===== src/rtl/alu_pkg.sv =====
// Shared definitions for the ADD_7_bit stream accumulator: operand width,
// FSM state encoding and the carry-counter saturation helper.
package alu_pkg;

    // Operand/sum width fixed by the ADD_7_bit adder.
    localparam int WIDTH = 7;

    typedef enum logic [1:0] {
        ST_IDLE = 2'd0,
        ST_ACC  = 2'd1,
        ST_DONE = 2'd2
    } state_t;

    // Largest value a cc_w-bit carry counter holds; reaching it arms the
    // sticky overflow flag on the next attempted increment.
    function automatic int sat_value(input int cc_w);
        return (1 << cc_w) - 1;
    endfunction

endpackage


===== src/rtl/ADD_7_bit.sv =====
// Plain 7-bit ripple adder: sum is the wrapped result, carry the bit that
// falls off the top.
module ADD_7_bit (
    input  logic [6:0] a,
    input  logic [6:0] b,
    output logic [6:0] sum,
    output logic       carry
);

    assign {carry, sum} = {1'b0, a} + {1'b0, b};

endmodule


===== src/rtl/add7_stream_accumulator.sv =====
// Accumulates a start-announced number of 7-bit operands from a valid/ready
// stream through one ADD_7_bit, then offers the wrapped sum, the number of
// adder carry-outs and a sticky saturation flag on a valid/ready result port.
module add7_stream_accumulator
    import alu_pkg::*;
#(
    parameter int WIDTH = 7,   // only 7 works: the adder is fixed-width
    parameter int CNT_W = 4,
    parameter int CC_W  = 4
) (
    input  logic             clk,
    input  logic             rst_n,
    input  logic             start,
    input  logic [CNT_W-1:0] len,
    output logic             busy,
    input  logic             in_valid,
    output logic             in_ready,
    input  logic [WIDTH-1:0] in_data,
    output logic             out_valid,
    input  logic             out_ready,
    output logic [WIDTH-1:0] out_sum,
    output logic [CC_W-1:0]  out_carry_cnt,
    output logic             out_ovf
);

    localparam logic [CC_W-1:0] CC_MAX = CC_W'(sat_value(CC_W));

    state_t           state_q, state_d;
    logic [WIDTH-1:0] acc_q, acc_d;
    logic [CNT_W-1:0] remaining_q, remaining_d;
    logic [CC_W-1:0]  carry_cnt_q, carry_cnt_d;
    logic             ovf_q, ovf_d;

    logic [WIDTH-1:0] add_sum;
    logic             add_carry;
    logic             start_accept;
    logic             in_hs;

    ADD_7_bit u_add (
        .a     (acc_q),
        .b     (in_data),
        .sum   (add_sum),
        .carry (add_carry)
    );

    assign start_accept = (state_q == ST_IDLE) && start;
    assign in_hs        = in_valid && in_ready;

    // State register; a low rst_n at the edge aborts any job in progress.
    always_ff @(posedge clk) begin
        // NOTE: non-blocking assignments so every register sees pre-edge values
        // regardless of block ordering.
        if (!rst_n) begin
            state_q <= ST_IDLE;
        end else begin
            state_q <= state_d;
        end
    end

    // Next-state decode: IDLE -> ACC/DONE on start, ACC -> DONE on the last
    // operand, DONE -> IDLE once the sink takes the result.
    always_comb begin
        // NOTE: default assignment first so no path leaves state_d unassigned
        // and a latch cannot be inferred.
        state_d = state_q;
        unique case (state_q)
            ST_IDLE: begin
                if (start) begin
                    state_d = (len != '0) ? ST_ACC : ST_DONE;
                end
            end
            ST_ACC: begin
                if (in_hs && (remaining_q == CNT_W'(1))) begin
                    state_d = ST_DONE;
                end
            end
            ST_DONE: begin
                if (out_ready) begin
                    state_d = ST_IDLE;
                end
            end
            default: state_d = ST_IDLE;
        endcase
    end

    // Handshake/status outputs decoded purely from the state register.
    always_comb begin
        busy      = (state_q == ST_ACC) || (state_q == ST_DONE);
        in_ready  = (state_q == ST_ACC);
        out_valid = (state_q == ST_DONE);
    end

    // Datapath next-state: clear on accepted start, accumulate on handshake.
    always_comb begin
        acc_d       = acc_q;
        remaining_d = remaining_q;
        carry_cnt_d = carry_cnt_q;
        ovf_d       = ovf_q;
        if (start_accept) begin
            acc_d       = '0;
            remaining_d = len;
            carry_cnt_d = '0;
            ovf_d       = 1'b0;
        end else if (in_hs) begin
            acc_d       = add_sum;
            remaining_d = remaining_q - CNT_W'(1);
            if (add_carry) begin
                if (carry_cnt_q == CC_MAX) begin
                    ovf_d = 1'b1;
                end else begin
                    carry_cnt_d = carry_cnt_q + CC_W'(1);
                end
            end
        end
    end

    // Datapath registers; they hold their values through IDLE and DONE.
    always_ff @(posedge clk) begin
        if (!rst_n) begin
            acc_q       <= '0;
            remaining_q <= '0;
            carry_cnt_q <= '0;
            ovf_q       <= 1'b0;
        end else begin
            acc_q       <= acc_d;
            remaining_q <= remaining_d;
            carry_cnt_q <= carry_cnt_d;
            ovf_q       <= ovf_d;
        end
    end

    assign out_sum       = acc_q;
    assign out_carry_cnt = carry_cnt_q;
    assign out_ovf       = ovf_q;

endmodule


===== config.mk =====
export PLATFORM = sky130hd
export DESIGN_NAME = add7_stream_accumulator
export DESIGN_NICKNAME = d
export VERILOG_FILES = /design/src/rtl/alu_pkg.sv /design/src/rtl/ADD_7_bit.sv /design/src/rtl/add7_stream_accumulator.sv
export SDC_FILE = /design/constraint.sdc
export NUM_CORES = 1
export LEC_CHECK = 0
export BUFFER_PORTS_ARGS = -buffer_cell sky130_fd_sc_hd__buf_2
export CELL_PAD_IN_SITES_DETAIL_PLACEMENT = 1
export CELL_PAD_IN_SITES_GLOBAL_PLACEMENT = 2
export CORE_MARGIN = 2
export CORE_UTILIZATION = 30
export DETAILED_ROUTE_END_ITERATION = 8
export PLACE_DENSITY = 0.83
export SYNTH_ARGS = -nofsm -noshare
export SYNTH_HDL_FRONTEND = slang
export SYNTH_SLANG_ARGS = --single-unit

===== constraint.sdc =====
create_clock -name clk -period 2 [get_ports clk]
set_input_delay 0 -clock clk [delete_from_list [all_inputs] [get_ports clk]]
set_output_delay 0 -clock clk [all_outputs]
set_load 0.05 [all_outputs]

==> results.ini <==
[synthesis]
area_fraction_of_the_dominant_cell_type_after_synthesis_pct=30.0
synth_seq_cells=18
warnings_synthesis=0
syn_nets=168
prevailing_post_synth_register_cell=sky130_fd_sc_hd__dfxtp_1
synthMostInstantiatedCell=sky130_fd_sc_hd__dfxtp_1
yosys-top-cells-area=sky130_fd_sc_hd__dfxtp_1 (30%), sky130_fd_sc_hd__ha_1 (14%), sky130_fd_sc_hd__nand2_1 (4.7%)
netlist_area_um2=1200
synth-edff-count=0
syn-instance-count=138
synth_async_reset_ratio_pct=0
synth.lib_cells_used.distinct=44
yosysSeqAreaShare_pct=30.0
yosysTopAreaCell=sky130_fd_sc_hd__dfxtp_1
syn_area_per_cell_um2=8.69
synth_commonest_cells=sky130_fd_sc_hd__dfxtp_1 (18), sky130_fd_sc_hd__nand2_1 (15), sky130_fd_sc_hd__ha_1 (13)

[clock_network]
clock_tree_root=sky130_fd_sc_hd__clkbuf_8
clock-sinks=18
number_of_buffers_created_by_cts=3
cts.htree.levels=1
postCtsSetupRepairBufs=0
tritoncts_clock_tree=yes
clk-insertion-delay-late_ns=0.25
worst_setup_hold_path_clk_slew_ns=0.08
clk_path_buf_depth=2

[timing]
timing.slew.headroom_pct=75.2
final_period_minus_worst_setup_slack_ns=1.80
finalMaxSlewViolations=0
hold_violations=0
worst_slew_pin_slew_ns=0.369
post-route-period-util_pct=89.9
totalNegativeSetupSlack_ns=0
hold-worst-slack_ns=0.00330
timing.clock.skew_ns=0.00362
max_clock_freq_mhz=556
rsz0062_at_grt=no
setup_violations=0

[routing]
wire_per_inst_um=14.3
vias_per_cell=5.08
route.vias.total=1113
wl_um=3140
detail_route.drc_violations=0
detail_route.first_pass.iterations=3
ant_nets=0
dr.first_iter.drc_count=18

[global_route]
via_count_of_the_first_global_routing_pass=1132
global_route.overflow_total=0
grt_max_degree=16
global_route_wire_length_before_repair_um=5300
antenna_found_initial=0
grt_usage_pct=15.4

[job]
maxCapViolCount=0

[setup_path]
worstSetupStartpointType=flip-flop
cp_data_required_time_ns=2.15
arrival_ns=1.94
worstSetupPathType=reg2reg
cp.buffers_inverters=1
crit_family=adder cells
setup.worst_path.end_class=flip-flop
critical_path.max_stage_delay_ns=0.38
crit_path_top_delay_cell=sky130_fd_sc_hd__fa_1
crit_chain=ha_2 > inv_1 > fa_1 > nor2b_1 > o21ai_1 > a21oi_1 > mux2i_1 > nand2_1
worst-path-max-fanout=3

[floorplanning]
fp.dieArea_um2=4520
core_region_area_um2=3740
die_span_y_um=67.2
floorplan.initialDensity_pct=32.1
boundary_pin_count=31
die_x_um=67.2
rows=22

[power_and_ir_drop]
irDropWorstVdd_uv=317
power_density_nw_per_um2=839
p_leak_nw=0.654

[cells_and_area]
fillers=481
drive_above_1_share_pct=27.5
antenna-diode-count=0
final_net_count=202
area_overhead_of_the_layout_relative_to_synthesis_pct=22.2
post-route-util_pct=39.2

[worst_hold_path]
holdCritPathClass=in2reg

[placed_design]
post-dp-hpwl_um=2500
port_buffers=30
gp_congestion=0.784

[run_status]
status=completed

-- routing by layer --
layer,global-route usage [%],share of wire (%),vias to the layer above
met4,6.38,1.1,0
met3,1.17,1.9,2
li1,-,-,564
met5,0,0,-
met2,28.1,53,15
met1,18.6,44,532
-- power by group --
part	total, W	internal (W)	switching (W)
sequential	0.000434	0.000398	0.0000355
clock	0.000306	0.000175	0.000131
combinational	0.000491	0.000164	0.000327
total	0.00123	0.000737	0.000493
-- kinds of logic (layout without fill, tap and decap cells) --
group / after synthesis / in the layout / share of synthesized area [%]
flops: 18 / 18 / 30.0
xor+xnor: 5 / 5 / 3.65
compound gates: 33 / 33 / 21.1
buf+inv: 13 / 46 / 4.80
simple gates: 54 / 54 / 24.4
mux: 1 / 1 / 0.834
fa+ha+maj: 14 / 14 / 15.2
-- path summary, 6_finish.rpt --
kind,depth (start not counted),slack (ns),endpoint,start
worst max-delay path,8,0.20,out_sum[6],out_sum[0]
worst min-delay path,2,0.003,remaining_q[3],len[3]
worst max register to register,8,0.20,out_sum[6],out_sum[0]
worst min register to register,2,0.47,out_sum[3],out_sum[3]
-- timing repair --
| item | CTS | global route |
|---|---|---|
| endpoints found under the setup margin | 0 | 1 |
| endpoints found under the hold margin | 1 | 0 |
| gates resized for setup | 0 | 2 |
| hold buffers | 1 | 0 |
-- area by class of cell --
cell class | count | area [µm²] | share of cell area (%)
repair buffers | 32 | 168 | 11.4
flip-flops and latches | 18 | 362 | 24.7
clock buffers | 4 | 55.1 | 3.75
well taps | 48 | 60.1 | 4.10
multi-input cells | 107 | 785 | 53.5
inverters | 10 | 37.5 | 2.56
-- registers in the layout (all words and copies together), names as in the netlist --
register,count
out_carry_cnt,4
out_sum,7
remaining_q,4
state_q,2
out_ovf,1
-- metrics by stage --
step / cell area [µm²] / std cells / setup WS [ns] / power [W]
final: 1470 / 219 / 0.202 / 0.00123
after global routing: 1470 / 219 / 0.0307 / 0.00132
after CTS: 1460 / 219 / 0.114 / 0.00125
after detailed placement: 1400 / 214 / 0.167 / 0.000934
after global placement: 1400 / 214 / 0.230 / 0.000914
after floorplan: 1200 / 138 / 0.0603 / 0.000827
-- worst register-to-register path: stages, from the launching register on --
cell	delay [ns]
sky130_fd_sc_hd__dfxtp_2	0.34
sky130_fd_sc_hd__ha_2	0.20
sky130_fd_sc_hd__inv_1	0.05
sky130_fd_sc_hd__fa_1	0.38
sky130_fd_sc_hd__nor2b_1	0.16
sky130_fd_sc_hd__o21ai_1	0.10
sky130_fd_sc_hd__a21oi_1	0.18
sky130_fd_sc_hd__mux2i_1	0.22
sky130_fd_sc_hd__nand2_1	0.06
-- cell usage in the layout, fill, tap and decap left out, drive strengths merged, types with 5 or more instances in the layout --
cell type,count
inv,10
o21ai,5
nand2,17
ha,13
nor2,7
buf,31
dfxtp,18
a21oi,9
nand3,7
nor3,5
No activity file was read; power rests on OpenSTA's default activity.
